$ cat config.mk
export PLATFORM = sky130hd
export DESIGN_NAME = mem_bus_arbiter
export DESIGN_NICKNAME = d
export VERILOG_FILES = /design/src/rtl/mem_arb_pkg.sv /design/src/rtl/mem_arb_wait_cnt.sv /design/src/rtl/mem_bus_arbiter.sv
export SDC_FILE = /design/constraint.sdc
export NUM_CORES = 1
export LEC_CHECK = 0
export ABC_AREA = 1
export CAP_MARGIN = 0
export CORE_ASPECT_RATIO = 1.25
export CORE_MARGIN = 5
export CORE_UTILIZATION = 46
export DETAILED_ROUTE_END_ITERATION = 8
export PLACE_DENSITY = 0.84
export SLEW_MARGIN = 10
export SYNTH_ARGS = -nofsm -noshare
export SYNTH_HDL_FRONTEND = slang
export SYNTH_SLANG_ARGS = --single-unit
export TNS_END_PERCENT = 20
$ cat constraint.sdc
create_clock -name clk -period 2.85 [get_ports clk]
set_input_delay 0.285 -clock clk [delete_from_list [all_inputs] [get_ports clk]]
set_output_delay 0.285 -clock clk [all_outputs]
set_load 0.02 [all_outputs]
$ cat src/rtl/mem_arb_pkg.sv
// rtl/mem_arb_pkg.sv - shared state, owner and wait-counter definitions for the memory bus arbiter
package mem_arb_pkg;

   localparam int WAIT_W = 3;

   typedef enum logic [1:0] {
      IDLE    = 2'd0,
      CPU_ACC = 2'd1,
      DMA_ACC = 2'd2,
      TURN    = 2'd3
   } arb_state_t;

   typedef enum logic {
      OWN_CPU = 1'b0,
      OWN_DMA = 1'b1
   } owner_t;

   function automatic owner_t other_owner(input owner_t own);
      return (own == OWN_DMA) ? OWN_CPU : OWN_DMA;
   endfunction

endpackage

$ cat src/rtl/mem_arb_wait_cnt.sv
// rtl/mem_arb_wait_cnt.sv - wait-state down-counter with load, decrement and last-cycle flag
module mem_arb_wait_cnt
   import mem_arb_pkg::*;
(
   input  logic              clk,
   input  logic              rst,
   input  logic              load,
   input  logic [WAIT_W-1:0] load_val,
   input  logic              dec,
   output logic [WAIT_W-1:0] count,
   output logic              last
);

   always_ff @(posedge clk) begin
      if (rst) begin
         count <= '0;
      end else if (load) begin
         count <= load_val;
      end else if (dec && (count != '0)) begin
         count <= count - WAIT_W'(1);
      end
   end

   assign last = (count == '0);

endmodule

$ cat src/rtl/mem_bus_arbiter.sv
// rtl/mem_bus_arbiter.sv - CPU/DMA single-port memory arbiter; MEM_ARB_ROUND_ROBIN_EN selects round-robin tie-break
module mem_bus_arbiter
   import mem_arb_pkg::*;
#(
   parameter int ADDR_W      = 16,
   parameter int WAIT_CYCLES = 1
) (
   input  logic              clk,
   input  logic              rst,
   input  logic              cpu_n_oe,
   input  logic              cpu_n_we,
   input  logic [ADDR_W-1:0] cpu_addr,
   output logic              cpu_n_rdy,
   input  logic              dma_req,
   input  logic              dma_we,
   input  logic [ADDR_W-1:0] dma_addr,
   output logic              dma_gnt,
   output logic              dma_done,
   output logic [ADDR_W-1:0] mem_addr,
   output logic              mem_n_cs,
   output logic              mem_n_oe,
   output logic              mem_n_we,
   output logic              d_sel
);

   localparam logic [WAIT_W-1:0] WAIT_LD    = WAIT_W'(WAIT_CYCLES);
   localparam logic              FIRST_LAST = (WAIT_CYCLES == 0);

   arb_state_t        state;
   owner_t            turn_to;
   logic              cpu_req;
   logic              cpu_wr;
   logic              cpu_done;
   logic              in_acc;
   logic              start;
   owner_t            start_own;
   owner_t            cur_own;
   owner_t            win;
   logic              other_pending;
   logic              start_wr;
   logic [ADDR_W-1:0] start_addr;
   logic              cnt_dec;
   logic              cnt_last;
   logic [WAIT_W-1:0] cnt_val;

   assign cpu_req = !cpu_n_oe || !cpu_n_we;
   assign cpu_wr  = !cpu_n_we;

`ifdef MEM_ARB_ROUND_ROBIN_EN
   owner_t last_owner;

   always_comb begin
      win = OWN_DMA;
      if (cpu_req && dma_req) begin
         win = other_owner(last_owner);
      end else if (cpu_req) begin
         win = OWN_CPU;
      end
   end
`else
   always_comb begin
      win = OWN_DMA;
      if (cpu_req && !dma_req) begin
         win = OWN_CPU;
      end
   end
`endif

   // An access starts from IDLE on any request, or unconditionally after TURN.
   always_comb begin
      start     = 1'b0;
      start_own = win;
      if ((state == IDLE) && (cpu_req || dma_req)) begin
         start = 1'b1;
      end else if (state == TURN) begin
         start     = 1'b1;
         start_own = turn_to;
      end
   end

   assign in_acc        = (state == CPU_ACC) || (state == DMA_ACC);
   assign cur_own       = (state == DMA_ACC) ? OWN_DMA : OWN_CPU;
   assign other_pending = (cur_own == OWN_DMA) ? cpu_req : dma_req;
   assign start_wr      = (start_own == OWN_DMA) ? dma_we : cpu_wr;
   assign start_addr    = (start_own == OWN_DMA) ? dma_addr : cpu_addr;
   assign cnt_dec       = in_acc && !cnt_last;

   mem_arb_wait_cnt u_wait_cnt (
      .clk      (clk),
      .rst      (rst),
      .load     (start),
      .load_val (WAIT_LD),
      .dec      (cnt_dec),
      .count    (cnt_val),
      .last     (cnt_last)
   );

   always_ff @(posedge clk) begin
      if (rst) begin
         state    <= IDLE;
         turn_to  <= OWN_CPU;
         mem_addr <= '0;
         mem_n_cs <= 1'b1;
         mem_n_oe <= 1'b1;
         mem_n_we <= 1'b1;
         dma_gnt  <= 1'b0;
         d_sel    <= 1'b0;
         dma_done <= 1'b0;
         cpu_done <= 1'b0;
`ifdef MEM_ARB_ROUND_ROBIN_EN
         last_owner <= OWN_DMA;
`endif
      end else begin
         dma_done <= 1'b0;
         cpu_done <= 1'b0;
         if (start) begin
            state    <= (start_own == OWN_DMA) ? DMA_ACC : CPU_ACC;
            mem_addr <= start_addr;
            mem_n_cs <= 1'b0;
            mem_n_oe <= start_wr;
            mem_n_we <= !start_wr;
            dma_gnt  <= (start_own == OWN_DMA);
            d_sel    <= (start_own == OWN_DMA);
            dma_done <= (start_own == OWN_DMA) && FIRST_LAST;
            cpu_done <= (start_own == OWN_CPU) && FIRST_LAST;
`ifdef MEM_ARB_ROUND_ROBIN_EN
            last_owner <= start_own;
`endif
         end else if (in_acc) begin
            if (cnt_last) begin
               mem_n_cs <= 1'b1;
               mem_n_oe <= 1'b1;
               mem_n_we <= 1'b1;
               dma_gnt  <= 1'b0;
               d_sel    <= 1'b0;
               if (other_pending) begin
                  state   <= TURN;
                  turn_to <= other_owner(cur_own);
               end else begin
                  state <= IDLE;
               end
            end else begin
               // Completion flags are registered one cycle ahead of the final count.
               dma_done <= (cur_own == OWN_DMA) && (cnt_val == WAIT_W'(1));
               cpu_done <= (cur_own == OWN_CPU) && (cnt_val == WAIT_W'(1));
            end
         end
      end
   end

   assign cpu_n_rdy = cpu_req && !cpu_done;

endmodule
==> run summary, run 1 <==
Layout Skew - 1.85 ps
sequential area share after synthesis - 37.0%
Initial Util - 47.4%
synthesized flop and latch total - 28
fraction of the mapped netlist area in compound gates - 3.14%
Leakage - 1.03 nW
vias in the first global route - 1527
highest-delay cell along the critical path - clkdlybuf4s50_1
unrepaired setup endpoints after global routing - no
gr ovfl total - 0
Crit path largest cell delay - 600 ps
area leader, netlist - dfxtp_1
Hold-fix buffers, CTS - 0
crit path time final - 1910 ps
synthesized area - 1520 sq um
clock sink total - 28
Startpoint Class - input port
Post-CTS Setup Inserts - 0
main combinational cell family by area after synthesis - simple AND/OR/NAND/NOR gates
routed vias/inst - 5.05
via count - 1550
Worst-Margin Slew - 672 ps
Syn Nets - 258
syn avg cell area - 7.08 sq um
Worst VDD drop - 0.751 mV
H-tree depth - 1
top-area cell type share of the netlist area - 37.0%
fmax - 0.522 GHz
Worst Setup End Kind - output pin
Die Span Y - 74.2 um
Clock Latency Late Sink - 270 ps
CTS Buf Count - 3
Synth Instances - 214
Rows - 23
Top Family by Delay on Critical Path - buffers and inverters
crit-path max FO - 4
layout cells sized above 1 - 8.52%
most frequent cells in the layout - nand2_1, clkdlybuf4s50_1, nand3_1
final net count - 315
synthesis-to-finish area growth - 42.3%
Synthesis Warnings - 0
kind of critical path - in2out
Slew Limit Fails - 0
Tot GR Track Use - 18.3%
max_slew headroom - 55.1%
most common cell after layout, fill and taps aside - nand2_1
Post-Synth XOR/XNOR Area - 0.578%
PortBufs - 60
worst path cell trace - clkdlybuf4s50_1 > nand2_2 > inv_1 > nor2_1 > clkdlybuf4s50_1
total die area - 4550 sq um
Final Hold Vio Count - 0
Top cell by count, worst path - clkdlybuf4s50_1
Pwr per Cell Area - 999 nW/um^2
RePlAce Congestion - 0.876
detailed-route wire length - 3910 um
WL/cell - 12.7 um
status - finished, final reports clean
final worst-path cycle share - 67.2%
DRC viols - 0
Routed Antenna Nets - 0
total negative slack - 0 ps
Bufs and invs on worst path - 3
HP Class - reg2reg
Setup violations, final - 0
hold slack - 454 ps
Post-DP HPWL - 2930 um
largest net degree at the start of global routing - 32
first-pass GRT wire length - 6370 um
initial antenna violation count - 0
Core Box Area - 3190 sq um
CTS tree - done
Worst Path Required - 2570 ps
root buf cell - clkbuf_8
die width - 61.3 um
Worst EP arrival - 1630 ps
total power - 2.15 mW
post-synthesis mux area share - 0%
post_cts resized - 0
drt initial violations - 76
Simple-Gate Fraction of Synth Area - 44.1%
iteration count of the initial detailed-routing pass - 4
Unique masters post-synth - 25
Max Root-Sink Buffers - 2
adder-cell area share of the yosys netlist - 4.95%
Area contributors post-synth - dfxtp_1, nand2_1, nand3_1, ha_1, inv_1
# fillers - 272
top-level port count - 61
CTS clk-pin slew, worst paths - 90 ps
max cap viols - 0
Inserted Diodes - 0
[area by class of cell]
class                           count  area, sq um  area share (%)
Clock buffer                        4         55.1            2.55
Timing Repair Buffer               60          601            27.9
Multi-Input combinational cell    153          800            37.1
Sequential cell                    28          561            26.0
Tap cell                           37         46.3            2.15
Inverter                           25         93.8            4.35
[tightest hold or removal path, stage by stage, from the launching register on]
cell,delay (ps)
dfxtp_1,320
nand2_1,60
nand2_1,40
[report_power, final]
group,internal [mW],switching (mW)
combinational,0.491,0.810
clock,0.124,0.121
sequential,0.530,0.0782
total,1.14,1.01
[logic make-up after synthesis]
logic type               after synthesis
adder cells (fa/ha/maj)                6
flip-flops                            28
buffers and inverters                 33
XOR/XNOR                               1
AND/OR/NAND/NOR                      137
AO/OA/AOI/OAI                          9
[registers in the layout, indices dropped and copies added, names as in the netlist]
register          flops
mem_addr             16
state                 2
mem_n_we              1
cpu_done              1
dma_done              1
mem_n_oe              1
d_sel                 1
turn_to               1
mem_n_cs              1
u_wait_cnt.count      3
[metal layers]
layer / global-route usage (%) / up-vias / part of all wire, %
met4: 7.08 / 0 / 2.0
met3: 6.25 / 12 / 12
met1: 20.1 / 662 / 38
li1: - / 796 / -
met2: 31.6 / 80 / 48
met5: 0 / - / 0
[final timing paths]
kind | cells past startpoint | end | startpoint | slack, ps
worst max-delay path | 5 | cpu_n_rdy | cpu_n_we | 940
worst max register to register | 9 | state[0] | state[0] | 1040
worst min register to register | 2 | mem_addr[4] | mem_addr[4] | 450
worst min-delay path | 2 | mem_addr[4] | mem_addr[4] | 450
[synth_stat cells, drive strengths merged]
cell type,instances
dfxtp,28
xor2,1
nand2,85
nand4,9
nor2,4
and2,1
a211oi,1
nand3,35
nor3,2
o21ai,4
nand3b,1
ha,6
a21oi,4
clkbuf,2
inv,25
buf,6
[per-stage QoR]
stage / util [%] / std cells / setup WS, ps / instance area, sq um
after floorplan: - / 214 / 1410 / 1520
after global placement: 65.8 / 303 / 876 / 2100
after detailed placement: 65.8 / 303 / 841 / 2100
after CTS: 67.5 / 307 / 918 / 2160
after global routing: 67.5 / 307 / 835 / 2160
final: 67.5 / 307 / 936 / 2160
Power figures use the tool's default switching activity.
==> run 2: changes to the inputs <==
--- a/config.mk
+++ b/config.mk
@@ -9,9 +9,9 @@
 export CAP_MARGIN = 0
 export CORE_ASPECT_RATIO = 1.25
 export CORE_MARGIN = 5
-export CORE_UTILIZATION = 46
+export CORE_UTILIZATION = 39
 export DETAILED_ROUTE_END_ITERATION = 8
-export PLACE_DENSITY = 0.84
+export PLACE_DENSITY = 0.76
 export SLEW_MARGIN = 10
 export SYNTH_ARGS = -nofsm -noshare
 export SYNTH_HDL_FRONTEND = slang
==> constraint.sdc (replaced) <==
create_clock -name clk -period 1.7 [get_ports clk]
set_input_delay 0.17 -clock clk [delete_from_list [all_inputs] [get_ports clk]]
set_output_delay 0.17 -clock clk [all_outputs]
set_load 0.02 [all_outputs]
==> run summary, run 2 (synthesis results as in run 1) <==
worst path cell trace - inv_1 > ha_1 > nand2_2 > nand2_4 > clkinv_2 > nand3_1 > nand3_1 > nand2_1 > inv_1
CTS clk-pin slew, worst paths - 90 ps (about the same)
WL/cell - 11.3 um (-11%)
post-layout util - 59.6% (-7.9 points)
final instance area - 2260 sq um (+4.7%)
unrepaired setup endpoints after global routing - no
switching share of power - 45.7% (-1.2 points)
setup slack at placement - 18.0 ps (-823 ps)
most flop-heavy register - mem_addr
vias in the first global route - 1459 (-4.5%)
Core Box Area - 3780 sq um (+18%)
max cap viols - 0 (unchanged)
Worst-Margin Slew - 435 ps (-237 ps)
RePlAce Congestion - 0.742 (-15%)
Placed Area - 2210 sq um (+5.2%)
clock share of power - 9.4% (-2.0 points)
final worst-path cycle share - 91.5%
max_slew headroom - 70.9% (+16 points)
max reg flops - 16 (unchanged)
Die Span Y - 79.7 um (+7.4%)
HP Class - reg2reg
crit path time final - 1560 ps
Hold Path End - mem_addr[15]
hold slack - 453 ps (-0.970 ps)
Initial Util - 40.0% (-7.4 points)
Inserted Diodes - 0 (unchanged)
Startpoint Class - flip-flop
first-pass GRT wire length - 6280 um (-1.4%)
via count - 1529 (-1.4%)
most frequent cells in the layout - nand2_1, clkdlybuf4s50_1, nand3_1
fin cells - 333 (+8.5%)
Post-DP HPWL - 2930 um (+0.29%)
total die area - 5240 sq um (+15%)
crit-path max FO - 13 (+9)
Crit path largest cell delay - 340 ps (-260 ps)
Worst Hold Depth - 2 (unchanged)
H-tree depth - 1 (unchanged)
top-level port count - 61 (unchanged)
Worst VDD drop - 0.767 mV (+2.2%)
layout cells sized above 1 - 11.8% (+3.3 points)
most common cell after layout, fill and taps aside - nand2_1
Slew Limit Fails - 0 (unchanged)
Setup violations, final - 0 (unchanged)
status - finished, final reports clean
Max Root-Sink Buffers - 2 (unchanged)
routed vias/inst - 4.59 (-9.1%)
largest net degree at the start of global routing - 21 (-34%)
Worst EP arrival - 1730 ps (+100 ps)
crit path from - state[0]
die width - 65.8 um (+7.2%)
Post-CTS Setup Inserts - 0 (unchanged)
Leakage - 1.07 nW (+4.8%)
CTS tree - done
Tot GR Track Use - 15.0% (-3.2 points)
largest registers - mem_addr x16, u_wait_cnt.count x3, state x2
setup ws final - 144 ps (-792 ps)
PortBufs - 60 (unchanged)
clock sink total - 28 (unchanged)
Logic pwr share - 63.4% (+3.0 points)
Worst Setup End Kind - flip-flop
final net count - 325 (+3.2%)
Reg2Reg Setup Slack - 140 ps (-900 ps)
total power - 3.72 mW (+73%)
synthesis-to-finish area growth - 49.0%
Rows - 25 (+8.7%)
Hold Startpoint - mem_addr[15]
root buf cell - clkbuf_8
initial antenna violation count - 0 (unchanged)
Placed Cells - 330 (+8.9%)
Flop pwr share - 27.2% (-1.0 points)
Pwr per Cell Area - 1650 nW/um^2 (+65%)
gr ovfl total - 0 (unchanged)
Routed Antenna Nets - 0 (unchanged)
Clock Latency Late Sink - 270 ps (about the same)
Final Hold Vio Count - 0 (unchanged)
fmax - 0.643 GHz
DRC viols - 0 (unchanged)
iteration count of the initial detailed-routing pass - 4 (unchanged)
kind of critical path - reg2reg
total negative slack - 0 ps (unchanged)
R2R cell count - 9 (unchanged)
Power Internal - 2.02 mW (+77%)
Worst Path Required - 1870 ps (-700 ps)
reg2reg start - state[0]
Layout Skew - 2.74 ps (+0.891 ps)
RR Endpoint - state[1]
Psw - 1.70 mW (+68%)
drt initial violations - 61 (-20%)
detailed-route wire length - 3780 um (-3.5%)
CTS Buf Count - 3 (unchanged)
highest-delay cell along the critical path - dfxtp_1
## run 2: cell count changes in the layout (fill, tap and decap cells not counted)
cell             delta
buf_12              +1
clkbuf_8            -1
nor2_2              +1
buf_4               +9
nor2_1              -1
inv_2               -1
clkinv_2            +1
clkdlybuf4s50_1     -1
dlymetal6s2s_1      +1
## run 2: layout make-up
class                      count  area (sq um)
sequential                    28           561
clock buffer                   3          41.3
timing repair buffer          70           691
fill                         358          1530
tap                           54          67.6
multi-input combinational    153           802
inverter                      25          95.1
## run 2: timing repair
| item | CTS | global route |
|---|---|---|
| hold buffers | 0 | 0 |
| setup endpoints to repair | 0 | 6 |
| resized for setup | 0 | 3 |
## run 2: worst max-delay path: cells and delay by family (launching register included)
family,cells,cell delay [ps]
and+or+nand+nor,5,590
DFF,1,340
buffers and inverters,3,300
adders and majority gates,1,230
## run 2: worst max-delay path by stage
stage | cells after the start | endpoint | slack [ps]
global placement | 5 | cpu_n_rdy | 50
floorplan | 7 | mem_n_oe | 260
global route | 9 | state[0] | 4
finish | 9 | state[1] | 140
detailed placement | 9 | state[1] | 20
CTS | 5 | cpu_n_rdy | 40
## run 2: power groups by stage
stage	Sequential, mW	Combinational, mW	Clock (mW)
after floorplan	1.24	1.34	0
after global placement	1.03	2.32	0
after CTS	1.02	2.37	0.363
final	1.01	2.36	0.350
after detailed placement	1.03	2.36	0
after global routing	1.05	2.60	0.397
## run 2: per-layer routing
layer / part of all wire (%) / vias up / GRT usage, % / wire length, um
li1: - / 811 / - / -
met5: 0 / - / 0 / 0
met1: 42 / 670 / 17.8 / 1600
met2: 48 / 44 / 25.8 / 1810
met4: 0.95 / 0 / 4.36 / 36
met3: 9.0 / 4 / 4.37 / 339
